**src/rtl/sdram_port_arbiter_pkg.sv**
```systemverilog
// Shared types for the SDRAM port arbiter: access descriptor, read data word and FSM states.
// Optional build macro SDRAM_PORT_ARB_PRIO0_EN (strict priority for port 0) is consumed by the top.
package sdram_port_arbiter_pkg;

    localparam int ARB_N_PORTS_DEF = 4;
    localparam int ARB_BURST_DEF   = 8;

    typedef logic [15:0] data_t;

    // Column low bits carry the beat index within a burst.
    typedef struct packed {
        logic [1:0]  bank;
        logic [12:0] row;
        logic [9:0]  col;
        data_t       data;
    } dram_access_t;

    typedef enum logic {
        ARB_IDLE  = 1'b0,
        ARB_GRANT = 1'b1
    } arb_state_e;

endpackage

```
**src/rtl/sdram_port_arbiter_if.sv**
```systemverilog
// Bundle of requester-side and controller-side signals around the SDRAM port arbiter.
// slave = arbiter view, master = surrounding requesters plus controller.
interface sdram_port_arbiter_if
    import sdram_port_arbiter_pkg::*;
#(
    parameter int N_PORTS = ARB_N_PORTS_DEF
) ();

    logic [N_PORTS-1:0] REQ_IN;
    logic [N_PORTS-1:0] WRITE_IN;
    dram_access_t       ACS_IN   [N_PORTS];
    logic [N_PORTS-1:0] ACK_OUT;
    data_t              DATA_OUT [N_PORTS];
    logic [N_PORTS-1:0] GRANT_OUT;

    logic               REQ_OUT;
    logic               WRITE_OUT;
    dram_access_t       ACS_OUT;
    logic               ACK_IN;
    data_t              DATA_IN;

    modport slave (
        input  REQ_IN, WRITE_IN, ACS_IN, ACK_IN, DATA_IN,
        output ACK_OUT, DATA_OUT, GRANT_OUT, REQ_OUT, WRITE_OUT, ACS_OUT
    );

    modport master (
        output REQ_IN, WRITE_IN, ACS_IN, ACK_IN, DATA_IN,
        input  ACK_OUT, DATA_OUT, GRANT_OUT, REQ_OUT, WRITE_OUT, ACS_OUT
    );

endinterface

```
**src/rtl/sdram_port_arbiter_rr_pick.sv**
```systemverilog
// Combinational cyclic first-one finder: first set bit of req_i at or after ptr_i, wrapping.
// Returns the winner as one-hot and as an index, plus an any-request flag.
module sdram_rr_pick #(
    parameter int N_PORTS = 4,
    parameter int IDX_W   = $clog2(N_PORTS)
) (
    input  logic [N_PORTS-1:0] req_i,
    input  logic [IDX_W-1:0]   ptr_i,
    output logic [N_PORTS-1:0] gnt_o,
    output logic [IDX_W-1:0]   idx_o,
    output logic               any_o
);

    always_comb begin
        int               k;
        logic [IDX_W-1:0] k_idx;
        logic             found;
        // NOTE: every combinational output gets a default before any branch, so no latch is inferred.
        gnt_o = '0;
        idx_o = '0;
        k     = 0;
        k_idx = '0;
        found = 1'b0;
        for (int i = 0; i < N_PORTS; i++) begin
            k     = (int'(ptr_i) + i) % N_PORTS;
            k_idx = IDX_W'(k);
            if (!found && req_i[k_idx]) begin
                found        = 1'b1;
                gnt_o[k_idx] = 1'b1;
                idx_o        = k_idx;
            end
        end
        any_o = found;
    end

endmodule

```
**src/rtl/sdram_port_arbiter.sv**
```systemverilog
// Round-robin arbiter granting whole BURST-beat transactions on one SDRAM controller port.
// Build macro SDRAM_PORT_ARB_PRIO0_EN: port 0 wins every IDLE pick and never moves the pointer.
module sdram_port_arbiter
    import sdram_port_arbiter_pkg::*;
#(
    parameter int N_PORTS = ARB_N_PORTS_DEF,
    parameter int BURST   = ARB_BURST_DEF
) (
    input  logic                CLK,
    input  logic                RESET_IN,
    sdram_port_arbiter_if.slave bus
);

    localparam int IDX_W = $clog2(N_PORTS);
    localparam int CNT_W = $clog2(BURST);
    localparam logic [CNT_W-1:0] LAST_BEAT = CNT_W'(BURST - 1);
    localparam logic [IDX_W-1:0] LAST_IDX  = IDX_W'(N_PORTS - 1);

    typedef logic [IDX_W-1:0] port_idx_t;

    arb_state_e         state_q, state_d;
    port_idx_t          idx_q, idx_d;
    port_idx_t          rr_q, rr_d;
    logic [N_PORTS-1:0] grant_q, grant_d;
    logic [CNT_W-1:0]   cnt_q, cnt_d;

    logic [N_PORTS-1:0] rr_oh;
    port_idx_t          rr_idx;
    logic               rr_any;
    logic [N_PORTS-1:0] win_oh;
    port_idx_t          win_idx;
    port_idx_t          rr_after;
    logic               owner_req;

    sdram_rr_pick #(
        .N_PORTS (N_PORTS),
        .IDX_W   (IDX_W)
    ) u_pick (
        .req_i (bus.REQ_IN),
        .ptr_i (rr_q),
        .gnt_o (rr_oh),
        .idx_o (rr_idx),
        .any_o (rr_any)
    );

    always_comb begin
        win_oh  = rr_oh;
        win_idx = rr_idx;
`ifdef SDRAM_PORT_ARB_PRIO0_EN
        if (bus.REQ_IN[0]) begin
            win_oh    = '0;
            win_oh[0] = 1'b1;
            win_idx   = '0;
        end
`endif
    end

    // Pointer position after the current owner releases the port.
    always_comb begin
        rr_after = (idx_q == LAST_IDX) ? '0 : idx_q + 1'b1;
`ifdef SDRAM_PORT_ARB_PRIO0_EN
        if (idx_q == '0) begin
            rr_after = rr_q;
        end
`else
`endif
    end

    assign owner_req = bus.REQ_IN[idx_q];

    always_comb begin
        state_d       = state_q;
        idx_d         = idx_q;
        rr_d          = rr_q;
        grant_d       = grant_q;
        cnt_d         = cnt_q;
        bus.REQ_OUT   = 1'b0;
        bus.WRITE_OUT = 1'b0;
        bus.ACS_OUT   = '0;
        bus.ACK_OUT   = '0;

        unique case (state_q)
            ARB_IDLE: begin
                if (rr_any) begin
                    state_d = ARB_GRANT;
                    idx_d   = win_idx;
                    grant_d = win_oh;
                    cnt_d   = '0;
                end
            end

            ARB_GRANT: begin
                bus.REQ_OUT   = owner_req;
                bus.WRITE_OUT = bus.WRITE_IN[idx_q];
                bus.ACS_OUT   = bus.ACS_IN[idx_q];
                if (!owner_req) begin
                    // Owner withdrew early: release, and a late ACK_IN is not forwarded.
                    state_d = ARB_IDLE;
                    grant_d = '0;
                    cnt_d   = '0;
                    rr_d    = rr_after;
                end else if (bus.ACK_IN) begin
                    bus.ACK_OUT[idx_q] = 1'b1;
                    if (cnt_q == LAST_BEAT) begin
                        state_d = ARB_IDLE;
                        grant_d = '0;
                        cnt_d   = '0;
                        rr_d    = rr_after;
                    end else begin
                        cnt_d = cnt_q + 1'b1;
                    end
                end
            end

            default: begin
                state_d = ARB_IDLE;
            end
        endcase
    end

    // NOTE: registers use non-blocking assignments so every flop samples pre-edge values.
    always_ff @(posedge CLK or posedge RESET_IN) begin
        if (RESET_IN) begin
            state_q <= ARB_IDLE;
            idx_q   <= '0;
            rr_q    <= '0;
            grant_q <= '0;
            cnt_q   <= '0;
        end else begin
            state_q <= state_d;
            idx_q   <= idx_d;
            rr_q    <= rr_d;
            grant_q <= grant_d;
            cnt_q   <= cnt_d;
        end
    end

    assign bus.GRANT_OUT = grant_q;

    // Read data is broadcast; only the owner sees a matching ACK_OUT.
    always_comb begin
        for (int i = 0; i < N_PORTS; i++) begin
            bus.DATA_OUT[i] = bus.DATA_IN;
        end
    end

endmodule

```
**src/flat_wrapper.sv**
```systemverilog
// flat-port wrapper written by rule: the top's interface ports become plain ports
module sdram_port_arbiter_flat import sdram_port_arbiter_pkg::*;
#(
    parameter int N_PORTS = ARB_N_PORTS_DEF,
    parameter int BURST   = ARB_BURST_DEF
)
  (CLK, RESET_IN, bus_REQ_IN, bus_WRITE_IN, bus_ACS_IN, bus_ACK_IN, bus_DATA_IN, bus_ACK_OUT, bus_DATA_OUT, bus_GRANT_OUT, bus_REQ_OUT, bus_WRITE_OUT, bus_ACS_OUT);
  sdram_port_arbiter_if #(.N_PORTS(N_PORTS)) bus_i ();
  input  logic CLK;
  input  logic RESET_IN;
  input wire logic [$bits(bus_i.REQ_IN)-1:0] bus_REQ_IN;
  input wire logic [$bits(bus_i.WRITE_IN)-1:0] bus_WRITE_IN;
  input wire logic [$bits(bus_i.ACS_IN)-1:0] bus_ACS_IN;
  input wire logic [$bits(bus_i.ACK_IN)-1:0] bus_ACK_IN;
  input wire logic [$bits(bus_i.DATA_IN)-1:0] bus_DATA_IN;
  output wire logic [$bits(bus_i.ACK_OUT)-1:0] bus_ACK_OUT;
  output wire logic [$bits(bus_i.DATA_OUT)-1:0] bus_DATA_OUT;
  output wire logic [$bits(bus_i.GRANT_OUT)-1:0] bus_GRANT_OUT;
  output wire logic [$bits(bus_i.REQ_OUT)-1:0] bus_REQ_OUT;
  output wire logic [$bits(bus_i.WRITE_OUT)-1:0] bus_WRITE_OUT;
  output wire logic [$bits(bus_i.ACS_OUT)-1:0] bus_ACS_OUT;
  assign bus_i.REQ_IN = bus_REQ_IN;
  assign bus_i.WRITE_IN = bus_WRITE_IN;
  assign bus_i.ACS_IN = {>>{bus_ACS_IN}};
  assign bus_i.ACK_IN = bus_ACK_IN;
  assign bus_i.DATA_IN = bus_DATA_IN;
  assign bus_ACK_OUT = bus_i.ACK_OUT;
  assign bus_DATA_OUT = {>>{bus_i.DATA_OUT}};
  assign bus_GRANT_OUT = bus_i.GRANT_OUT;
  assign bus_REQ_OUT = bus_i.REQ_OUT;
  assign bus_WRITE_OUT = bus_i.WRITE_OUT;
  assign bus_ACS_OUT = bus_i.ACS_OUT;
  sdram_port_arbiter #(.N_PORTS(N_PORTS), .BURST(BURST)) u_core (.CLK(CLK), .RESET_IN(RESET_IN), .bus(bus_i));
endmodule
```
**config.mk**
```make
export PLATFORM = sky130hd
export DESIGN_NAME = sdram_port_arbiter_flat
export DESIGN_NICKNAME = d
export VERILOG_FILES = /design/src/rtl/sdram_port_arbiter_pkg.sv /design/src/rtl/sdram_port_arbiter_if.sv /design/src/rtl/sdram_port_arbiter_rr_pick.sv /design/src/rtl/sdram_port_arbiter.sv /design/src/flat_wrapper.sv
export SDC_FILE = /design/constraint.sdc
export NUM_CORES = 1
export LEC_CHECK = 0
export CORE_AREA = 2 2 118 120
export DETAILED_ROUTE_END_ITERATION = 16
export DIE_AREA = 0 0 120 122
export DONT_BUFFER_PORTS = 1
export SLEW_MARGIN = 20
export SYNTH_ARGS = -nofsm -noshare
export SYNTH_HDL_FRONTEND = slang
export SYNTH_SLANG_ARGS = --single-unit
```
**constraint.sdc**
```tcl
create_clock -name CLK -period 4 [get_ports CLK]
set_input_delay 0.6 -clock CLK [delete_from_list [all_inputs] [get_ports CLK]]
set_output_delay 0.6 -clock CLK [all_outputs]
set_load 0.01 [all_outputs]
```
; ---- After elaboration in Yosys (flattened, before gate mapping)
; Cells that the tools add are included.
[totals]
in_bits = 191
latch_bits = 0
mem_count = 0
mem_bits_rw = 0
word_cells = 110
output_inout_bits = 115
rom_bits = 0
reg_bits = 12
[op_classes]
bitwise_logic = 5
n_div = 0
n_eq_ne = 7
addsub = 5
muxes = 62
n_reduce_logical = 15
n_shift = 0
mul = 0
order_cmp = 11
[ops]
columns = cell, count
row1 = $mux 41, 3
row2 = $bmux 41 s2, 1
row3 = $mux 4, 11
row4 = $mux 1, 21
row5 = $mux 2, 8
row6 = $lt 2x3->1 const B, 5
row7 = $bmux 1 s2, 6
row8 = $mux 3, 4
row9 = $or 4x4->4, 3
row10 = $demux 1 s2, 5
row11 = $ge 2x1->1 const B, 5
row12 = $logic_and 1x1->1, 8
row13 = $pmux 4 s2, 1
row14 = $ne 3x3->1 const B, 2
row15 = $pmux 3 s2, 1
row16 = $reduce_and 3->1, 2
row17 = $add 2x1->2 const B, 2
row18 = $add 2x2->2 const B, 2
row19 = $ne 2x2->1 const B, 2
row20 = $reduce_and 2->1, 2
row21 = $add 3x1->3 const B, 1
row22 = $eq 3x3->1 const B, 1
row23 = $ge 3x3->1 const B, 1
row24 = $logic_not 1->1, 3
row25 = 5 further kinds, 5

; ---- Logic depth before layout (Yosys ltp)
; Gate-level depths: netlist of run 1.
[depth]
word_depth = 14
mapped_depth = 8
mapped_depth_nobuf = 6

; ---- Cells and area by module
; Synthesis of run 1 repeated with hierarchy kept, for this count alone.
[unflattened]
cells_unflattened = 270
area_unflattened_um2 = 2874.0
[by_module_without_submodules]
columns = mod, instances, cells_each, area_each_um2, seq_area_each_um2
row1 = sdram_port_arbiter, 1, 225, 2454.9, 300.3
row2 = sdram_rr_pick, 1, 45, 419.2, 0.0

; ---- Least setup slack after synthesis of run 1
; No wires, ideal clock.
[synth_timing]
path_type = input-to-output
start = in bus_REQ_IN[3]
end = out bus_ACK_OUT[0]
arrival_time_ns = 1.724
n_path_buf = 2
stages = 5
path_slack_ns = 1.676
cell_sequence = buf_2 mux4_2 and3_1 clkbuf_1 and2_1
[synth_between]
elab_chain_cells = 4
[synth_lines]
columns = item, line
row1 = from (decl), flat_wrapper.sv:11  ; input wire logic [$bits(bus_i.REQ_IN)-1:0] bus_REQ_IN;
row2 = $bmux 1 s2, sdram_port_arbiter.sv:69  ; assign owner_req = bus.REQ_IN[idx_q];
row3 = $mux 1 (implied by the code), sdram_port_arbiter.sv:69
row4 = $mux 4, sdram_port_arbiter.sv:96  ; if (!owner_req) begin
row5 = $mux 4, sdram_port_arbiter.sv:82  ; unique case (state_q)
row6 = to (decl), flat_wrapper.sv:16  ; output wire logic [$bits(bus_i.ACK_OUT)-1:0] bus_ACK_OUT;
; No other way between the ends. The select of a mux whose other input is x is not followed.

; ---- Worst setup path after layout of run 1
[layout_timing]
start = reg u_core.idx_q[0]
end = out bus_ACS_OUT[40]
[layout_between]
elab_chain_cells = 5
[layout_lines]
columns = item, line
row1 = from (decl), sdram_port_arbiter.sv:22  ; port_idx_t idx_q, idx_d;
row2 = from (signal assigned), sdram_port_arbiter.sv:131  ; idx_q <= idx_d;
row3 = $not 2->3 (implied by the code), sdram_port_arbiter.sv:95  ; bus.ACS_OUT = bus.ACS_IN[idx_q];
row4 = $bmux 41 s2, sdram_port_arbiter.sv:95
row5 = $mux 41 (implied by the code) (2 in series), sdram_port_arbiter.sv:95
row6 = $mux 41, sdram_port_arbiter.sv:82
row7 = to (decl), flat_wrapper.sv:21  ; output wire logic [$bits(bus_i.ACS_OUT)-1:0] bus_ACS_OUT;
; No other way between the ends. The select of a mux whose other input is x is not followed.

==> metrics.csv, run 1 <==
stage,metric,value,unit
grt,first-pass GRT wire length,10.58,mm
worst_setup_path,Critical Path Fanout Max,35,
route,initial DRC count,104,
sta,RSZ-0062 raised after global routing,no,
yosys,Unique masters post-synth,35,
worst_setup_path,CP Launch Type,register,
worst_setup_path,CP Class,reg -> out,
yosys,yosys warns,0,
yosys,Synth top area share,0.3463,
status,status,"finished, final reports clean",
floorplanning,Core Region,13500,sq um
clock_tree,clock sinks,12,
placement,Placer Congestion,0.8581,
yosys,Post-Synthesis Cells,280,
route,Routed Antenna Nets,0,
clock_tree,TritonCTS buffer count,3,
pwr,Lkg Pwr,0.8909,nW
sta,Final setup viols,0,
worst_setup_path,r2r setup slk,1.57,ns
yosys,post-synth top area cell,mux4_2,
yosys,#FFs+latches synth,12,
clock_tree,Worst-path clk slew,0.05,ns
route,DRC violations left,0,
clock_tree,Post-CTS Hold Fix Bufs,0,
floorplanning,Vert. Die Dim,122,um
sta,final hold violation count,0,
sta,worst setup margin,1.125,ns
yosys,Synthesized Nets,484,
route,routed len/inst,21.03,um
final_layout,most frequent cells in the layout,"and2_1 (47), mux4_2 (43), ha_1 (13), nor2_1 (11), o21ai_0 (11)",
sta,Final period util,0.7187,
hold_path,worst hold path class,in -> async,
placement,Placed Instances,377,
worst_setup_path,"Arr. time, crit path",2.27,ns
floorplanning,Die W,120,um
pwr,Peak VDD IR,0.0003079,V
clock_tree,root buffer cell,clkbuf_16,
route,DRT Pass-1 Iters,4,
clock_tree,clock buffer depth,2,
yosys,area of the mapped netlist,2796,sq um
grt,largest net degree at the start of global routing,49,
worst_setup_path,worst path required time,3.40,ns
grt,Overflow after GRT,0,
final_layout,share of cells above drive strength 1,0.2786,
grt,GR Util All Layers,0.09457,
route,drt total wl,8.118,mm
grt,via count of the first global-routing pass,1804,
sta,Clock Skew,0.0009257,ns
sta,Final TNS setup,0,ns
yosys,register area share after synthesis,0.1074,
grt,initial antenna violation count,6,
yosys,Syn Area/Cell,9.987,sq um
sta,Max Transition Viols Final,0,
placement,PortBufs,0,
worst_setup_path,critical path capture point type,primary output,
sta,fmax,347.8,MHz
final_layout,"most common cell after layout, fill and taps aside",and2_1,
sta,relative slew slack,0.3238,
floorplanning,Initial Utilization,0.2071,
placement,pre-CTS setup slack,1.322,ns
route,Vias/cell,5.075,
final_layout,"non-filler cells, final",386,
final_layout,P&R area growth vs syn,-8.277,%
yosys,synth top area cells,"mux4_2 (35%), buf_4 (17%), dfrtp_1 (11%), and2_1 (11%), ha_1 (5.8%)",
floorplanning,I/O pins,306,
final_layout,fin nets,406,
clock_tree,latest clock arrival within the worst-skew pair,0.24,ns
floorplanning,row count,43,
placement,DP Wirelength,6.716,mm
route,Vias,1959,
floorplanning,Die ar.,14640,sq um
sta,fin crit period,2.875,ns
clock_tree,post-CTS resize count,0,
clock_tree,Post-CTS Setup Repair Bufs,0,
clock_tree,CTS tree,built,
clock_tree,H-tree levels,1,
sta,Worst Tran Pin Value,1.014,ns
run,Max-Cap Viols,0,
sta,final hold slack,0.2783,ns
pwr,Power per Cell Area,733.8,nW/um^2
==> per-stage QoR <==
step / instance area (sq um) / total power, W / util
2_1_floorplan: 2796 / 0.001560 / -
3_3_place_gp: 2462 / 0.001657 / 0.1823
3_5_place_dp: 2462 / 0.001691 / 0.1823
4_1_cts: 2551 / 0.001906 / 0.1889
5_1_grt: 2565 / 0.002038 / 0.1899
6_report: 2565 / 0.001882 / 0.1899
==> sequential cells by signal, indices dropped and copies added (netlist names) <==
signal,cells
u_core.state_q,1
u_core.rr_q,2
u_core.cnt_q,3
u_core.idx_q,2
u_core.bus.GRANT_OUT,4
==> path summary, 6_finish.rpt <==
path                       cells past startpoint                 endpoint       startpoint
hold / removal                                 1          u_core.cnt_q[2]         RESET_IN
hold reg to reg                                1          u_core.cnt_q[2]  u_core.cnt_q[2]
setup / recovery                               3          bus_ACS_OUT[40]  u_core.idx_q[0]
setup reg to reg                               6  u_core.bus.GRANT_OUT[2]   u_core.rr_q[0]
min in group CLK                               1          u_core.cnt_q[2]  u_core.cnt_q[2]
max in group asynchronous                      1          u_core.idx_q[0]         RESET_IN
==> worst max-delay path, stage by stage, from the launching register on <==
cell and delay (ns):
dfrtp_4 0.83, buf_4 0.40, mux4_2 0.57, and2_1 0.22
==> area by class of cell <==
type,instances,area [sq um]
antenna,5,12.51
clock buffer,4,88.84
fill,1464,10940
inverter,6,22.52
multi-input combinational,178,1902
sequential,12,306.5
tap,180,225.2
timing repair buffer,1,7.507
==> cell usage after synthesis <==
cell       n
a21o_1     3
mux2_2     3
a21oi_1    5
nor4_1     2
ha_1      13
dfrtp_1   12
and2_1    47
and3_1     1
mux2i_1    3
buf_2      7
o21ai_0   11
inv_1      6
or2_2      1
and2_4     1
o22ai_1    1
a22o_1     3
nor2b_1    1
a21boi_0   1
nor3b_1    2
nor2_1    11
o211ai_1   4
buf_6      1
a221o_1    4
mux4_2    43
buf_4     64
a21boi_1   1
a31oi_1    4
nand2b_1   1
nand3b_1   1
a311oi_1   1
o32ai_1    1
nand2_1    7
clkbuf_1  12
xnor2_1    1
nor3_1     1
==> cell families after synthesis <==
group	synth area share
flip-flops	0.1074
AO/OA/AOI/OAI	0.09396
AND/OR/NAND/NOR	0.1557
XOR/XNOR	0.003133
buffers and inverters	0.2125
adder cells (fa/ha/maj)	0.05817
multiplexers	0.3691
==> metal layers <==
| layer | up-vias | share of wire | wire, um | track usage |
|---|---|---|---|---|
| li1 | 820 | - | - | - |
| met1 | 948 | 0.38 | 3069 | 0.1270 |
| met2 | 179 | 0.48 | 3931 | 0.1388 |
| met3 | 10 | 0.13 | 1021 | 0.03371 |
| met4 | 2 | 0.0097 | 79 | 0.03529 |
| met5 | - | 0.0020 | 16 | 0 |
==> power by group <==
| part | switching [W] | leakage [nW] | internal [W] | total [W] |
|---|---|---|---|---|
| logic | 0.000558 | 0.696 | 0.000678 | 0.00124 |
| clock network | 0.0000550 | 0.0442 | 0.000151 | 0.000206 |
| registers | 0.000273 | 0.151 | 0.000168 | 0.000440 |
No activity file was read; power rests on OpenSTA's default activity.
==> run 2: changes to the inputs <==
- clock period: 4 -> 2.78 ns (I/O delays scaled with it)
==> metrics.csv, run 2 (synthesis gave the netlist of run 1 again) <==
stage,metric,value,unit,change
grt,met1 usage,0.1302,,+0.003191
worst_setup_path,Critical Path Slowest Stage Cell,dfrtp_2,,
worst_setup_path,Buf/Inv on CP,0,,-1
route,Routed Antenna Nets,0,,unchanged
clock_tree,TritonCTS buffer count,3,,unchanged
placement,pre-CTS setup slack,0.5395,ns,-0.7828 ns
floorplanning,Initial Utilization,0.2071,,unchanged
final_layout,most frequent cells in the layout,"and2_1 (47), mux4_2 (43), ha_1 (13), nor2_1 (11), o21ai_0 (11)",,
floorplanning,Vert. Die Dim,122,um,unchanged
sta,Worst Tran Pin Value,0.5793,ns,-0.4350 ns
grt,GR Util All Layers,0.09706,,+0.002488
floorplanning,Die ar.,14640,sq um,unchanged
run,Max-Cap Viols,0,,unchanged
clock_tree,H-tree levels,1,,unchanged
sta,RSZ-0062 raised after global routing,no,,
grt,met3 Usage GRT,0.03699,,+0.003277
worst_setup_path,crit path cell chain,mux4_2 > and3_1 > and2_1,,
clock_tree,post-CTS resize count,0,,unchanged
worst_setup_path,Worst path top cell family by delay,flip-flops,,
final_layout,fill count,1468,,+0.27%
floorplanning,Core Region,13500,sq um,unchanged
placement,Placer Congestion,0.8726,,+1.7%
worst_setup_path,CP Launch Type,register,,
clock_tree,clock sinks,12,,unchanged
sta,Clock Skew,0.001638,ns,+0.0007127 ns
final_layout,"most common cell after layout, fill and taps aside",and2_1,,
route,Vias,1953,,-0.31%
worst_setup_path,"Largest stage delay, worst path",0.72,ns,-0.11 ns
final_layout,multi-input logic area,1902,sq um,unchanged
route,initial DRC count,81,,-22%
final_layout,share of cells above drive strength 1,0.2864,,+0.007801
placement,PortBufs,0,,unchanged
sta,fmax,432.2,MHz,
sta,Max Transition Viols Final,0,,unchanged
grt,GR peak layer,met2,,
clock_tree,Worst-path clk slew,0.04,ns,about the same
clock_tree,Post-CTS Hold Fix Bufs,0,,unchanged
floorplanning,row count,43,,unchanged
placement,DP Wirelength,6.946,mm,+3.4%
worst_setup_path,worst path required time,2.36,ns,-1.04 ns
grt,initial antenna violation count,4,,-2
grt,met2 Usage GRT,0.1531,,+0.01420
worst_setup_path,critical path capture point type,primary output,,
clock_tree,clock buffer depth,2,,unchanged
sta,worst setup margin,0.4661,ns,-0.6590 ns
sta,Final setup viols,0,,unchanged
grt,first-pass GRT wire length,10.95,mm,+3.5%
sta,fin crit period,2.314,ns,
clock_tree,latest clock arrival within the worst-skew pair,0.24,ns,about the same
sta,Final TNS setup,0,ns,unchanged
final_layout,fin nets,411,,+1.2%
grt,via count of the first global-routing pass,1863,,+3.3%
clock_tree,root buffer cell,clkbuf_16,,
worst_setup_path,"Arr. time, crit path",1.90,ns,-0.37 ns
pwr,Lkg Pwr,0.9186,nW,+3.1%
route,Vias/cell,5.047,,-0.56%
final_layout,P&R area growth vs syn,-6.801,%,
final_layout,max reg flops,4,,unchanged
hold_path,worst hold path class,in -> async,,
route,DRC violations left,0,,unchanged
route,DRT Pass-1 Iters,4,,unchanged
clock_tree,CTS tree,built,,
pwr,Power per Cell Area,1074,nW/um^2,+46%
clock_tree,Post-CTS Setup Repair Bufs,0,,unchanged
route,routed len/inst,21.12,um,+0.43%
pwr,Peak VDD IR,0.0004528,V,+47%
floorplanning,Die W,120,um,unchanged
worst_setup_path,Critical Path Fanout Max,23,,-34%
grt,largest net degree at the start of global routing,26,,-47%
sta,final hold violation count,0,,unchanged
sta,relative slew slack,0.6138,,+0.2900
sta,Final period util,0.8323,,
worst_setup_path,CP Class,reg -> out,,
grt,Overflow after GRT,0,,unchanged
route,drt total wl,8.174,mm,+0.69%
status,status,"finished, final reports clean",,
floorplanning,I/O pins,306,,unchanged
final_layout,Sequential cell area,305.3,sq um,-0.41%
## run 2: cell types whose count changed in the layout (fill, tap and decap cells not counted), sizes merged
cell	before	now
buf	1	6
diode	5	1
## run 2: layout make-up
cell class,instances,area share
Clock buffer,4,0.03024
Antenna cell,1,0.0009602
Tap cell,180,0.08641
Sequential cell,12,0.1171
Multi-Input combinational cell,178,0.7297
Timing Repair Buffer,6,0.02688
Inverter,6,0.008641
## run 2: layer usage
metal  wire, um  vias up
met5         41        -
met4         72        6
met3        912       14
met2       3944      159
met1       3203      953
li1           -      821
## run 2: worst paths after layout
check	cells past startpoint	to	start	slack, ns
min	1	u_core.rr_q[0]	RESET_IN	0.09
min reg2reg	1	u_core.cnt_q[1]	u_core.cnt_q[1]	0.51
max reg2reg	6	u_core.idx_q[0]	u_core.rr_q[1]	0.51
min in group CLK	2	u_core.state_q	bus_REQ_IN[3]	0.38
max	3	bus_ACK_OUT[3]	u_core.idx_q[1]	0.47
max in group asynchronous	1	u_core.idx_q[0]	RESET_IN	2.33
## run 2: stage by stage
step	cell area (sq um)	std cells	total power, W	hold slack [ns]	util
after floorplan	2796	280	0.002245	0.2817	-
after global placement	2525	382	0.002541	0.3457	0.1870
after detailed placement	2525	382	0.002568	0.3557	0.1870
after CTS	2604	386	0.002842	0.1010	0.1928
after global routing	2606	387	0.003044	0.1260	0.1930
final	2606	387	0.002800	0.08677	0.1930
## run 2: report_power, final
group	total (W)	internal, W	switching (W)
sequential	0.000386	0.000245	0.000141
clock	0.000264	0.000193	0.0000717
combinational	0.00215	0.00105	0.00110
==> run 3: changes to the inputs <==
- clock period: 2.78 -> 2.09 ns (I/O delays scaled with it)
==> metrics.csv, run 3 (synthesis gave the netlist of run 1 again) <==
stage,metric,value,unit,change
clock_tree,TritonCTS buffer count,3,,unchanged
worst_setup_path,Critical Path Slowest Stage Cell,mux4_2,,
sta,Max Transition Viols Final,0,,unchanged
sta,RSZ-0062 raised after global routing,yes,,
clock_tree,Post-CTS Setup Repair Bufs,0,,unchanged
route,routed len/inst,20.57,um,-2.6%
final_layout,share of cells above drive strength 1,0.3146,,+0.02815
clock_tree,CTS tree,built,,
floorplanning,I/O pins,306,,unchanged
grt,first-pass GRT wire length,10.76,mm,-1.7%
pwr,NetSw,0.001750,W,+33%
pwr,Sw Share,0.4563,,-0.01362
pwr,Flop pwr share,0.114,,-0.024
worst_setup_path,r2r setup slk,0.26,ns,-0.25 ns
status,status,"finished, final reports clean",,
route,Vias,1952,,-0.051%
sta,fmax,491.5,MHz,
final_layout,fill count,1470,,+0.14%
pwr,Peak VDD IR,0.0003435,V,-24%
worst_setup_path,"Arr. time, crit path",1.72,ns,-0.18 ns
route,Routed Antenna Nets,0,,unchanged
clock_tree,H-tree levels,1,,unchanged
final_layout,P&R area growth vs syn,-4.250,%,
worst_setup_path,reg2reg path depth,6,,unchanged
floorplanning,row count,43,,unchanged
sta,Clock Skew,0.001725,ns,+0.00008641 ns
run,Max-Cap Viols,0,,unchanged
worst_setup_path,CP Launch Type,register,,
pwr,Comb pwr share,0.784,,+0.016
clock_tree,clock buffer depth,2,,unchanged
final_layout,fin nets,418,,+1.7%
pwr,power share of the clock group,0.102,,+0.008
worst_setup_path,worst path required time,1.78,ns,-0.58 ns
worst_setup_path,Critical Path Fanout Max,7,,-70%
floorplanning,Die ar.,14640,sq um,unchanged
route,drt total wl,8.147,mm,-0.33%
worst_setup_path,R2R Path Start,u_core.rr_q[0],,
sta,Final setup viols,0,,unchanged
hold_path,Hold Path End,u_core.state_q,,
pwr,Power per Cell Area,1432,nW/um^2,+33%
final_layout,most frequent cells in the layout,"and2_1 (47), mux4_2 (43), ha_1 (13), nor2_1 (11), o21ai_0 (11)",,
grt,via count of the first global-routing pass,1880,,+0.91%
worst_setup_path,crit path cell chain,mux4_2 > and3_2 > and2_1,,
grt,GR Util All Layers,0.09600,,-0.001052
final_layout,max reg flops,4,,unchanged
clock_tree,latest clock arrival within the worst-skew pair,0.24,ns,about the same
pwr,Lkg Pwr,0.9591,nW,+4.4%
clock_tree,root buffer cell,clkbuf_16,,
placement,DP Wirelength,7.032,mm,+1.2%
sta,Final period util,0.9735,,
clock_tree,clock sinks,12,,unchanged
grt,Overflow after GRT,0,,unchanged
final_layout,post-layout util,0.1983,,+0.005282
clock_tree,Worst-path clk slew,0.04,ns,about the same
floorplanning,Initial Utilization,0.2071,,unchanged
hold_path,WHS Path Cells,2,,
sta,relative slew slack,0.5542,,-0.05959
sta,fin crit period,2.035,ns,
grt,largest net degree at the start of global routing,26,,unchanged
worst_setup_path,critical path capture point type,primary output,,
route,DRC violations left,0,,unchanged
hold_path,worst hold path class,in -> reg,,
route,DRT Pass-1 Iters,5,,+1
final_layout,"most common cell after layout, fill and taps aside",and2_1,,
pwr,Tot Pwr,0.003835,W,+37%
route,initial DRC count,58,,-28%
sta,final hold violation count,0,,unchanged
grt,initial antenna violation count,0,,-4
placement,PortBufs,0,,unchanged
sta,Worst Tran Pin Value,0.6626,ns,+0.08328 ns
floorplanning,Die W,120,um,unchanged
floorplanning,Core Region,13500,sq um,unchanged
hold_path,hold_sp,bus_REQ_IN[3],,
worst_setup_path,CP Class,reg -> out,,
placement,Placer Congestion,0.9197,,+5.4%
route,Vias/cell,4.929,,-2.3%
pwr,Pint,0.002085,W,+40%
worst_setup_path,"Largest stage delay, worst path",0.55,ns,-0.17 ns
floorplanning,Vert. Die Dim,122,um,unchanged
worst_setup_path,R2R Path End,u_core.bus.GRANT_OUT[2],,
-- run 3: worst max-delay path by stage --
stage,end,depth (start not counted),slack (ns),start
6_report,bus_ACK_OUT[3],3,0.06,u_core.idx_q[0]
5_1_grt,bus_ACS_OUT[40],3,-0.007,u_core.idx_q[0]
4_1_cts,bus_ACS_OUT[40],3,0.03,u_core.idx_q[0]
3_5_place_dp,u_core.bus.GRANT_OUT[3],6,0.26,u_core.rr_q[0]
3_3_place_gp,u_core.bus.GRANT_OUT[2],4,0.31,u_core.idx_q[0]
2_1_floorplan,u_core.idx_q[0],8,0.03,u_core.rr_q[0]
-- run 3: power groups by stage --
stage               Combinational, W  Sequential, W  Clock, W
floorplan                    0.00259       0.000396         0
global placement             0.00298       0.000440         0
detailed placement           0.00304       0.000440         0
CTS                          0.00304       0.000440  0.000397
global route                 0.00328       0.000454  0.000410
finish                       0.00301       0.000437  0.000390
-- run 3: critical path, delay by kind of cell (launching register included) --
family	cells	cell delay, ns
flip-flops	1	0.45
AND/OR/NAND/NOR	2	0.48
multiplexers	1	0.55
-- run 3: final cells by class --
cell class	instances	area (sq um)	area share
Multi-Input combinational cell	178	1903	0.7107
Tap cell	180	225.2	0.08411
Antenna cell	3	7.507	0.002804
Sequential cell	12	305.3	0.1140
Timing Repair Buffer	13	125.1	0.04673
Inverter	6	22.52	0.008411
Clock buffer	4	88.84	0.03318
-- run 3: layer usage --
layer | vias up | GRT usage | wire length, um
met3 | 13 | 0.03464 | 915
met1 | 957 | 0.1212 | 3069
met2 | 148 | 0.1591 | 4109
met5 | - | 0 | 0
li1 | 834 | - | -
met4 | 0 | 0.01765 | 53
-- run 3: stage by stage --
step / hold slack [ns] / TNS, ns / worst slack [ns] / cell area [sq um] / std cells
after floorplan: 0.1782 / 0 / 0.03217 / 2796 / 280
after global placement: 0.2381 / 0 / 0.3076 / 2570 / 388
after detailed placement: 0.2498 / 0 / 0.2589 / 2570 / 388
after CTS: 0.2975 / 0 / 0.03026 / 2669 / 393
after global routing: 0.3037 / -0.006698 / -0.006698 / 2670 / 393
final: 0.3046 / 0 / 0.05547 / 2678 / 396
-- run 3: what timing repair did --
| action | in CTS | in global routing |
|---|---|---|
| hold buffers | 1 | 0 |
| setup endpoints to repair | 0 | 5 |
| hold endpoints to repair | 12 | 0 |
| resized for setup | 0 | 1 |
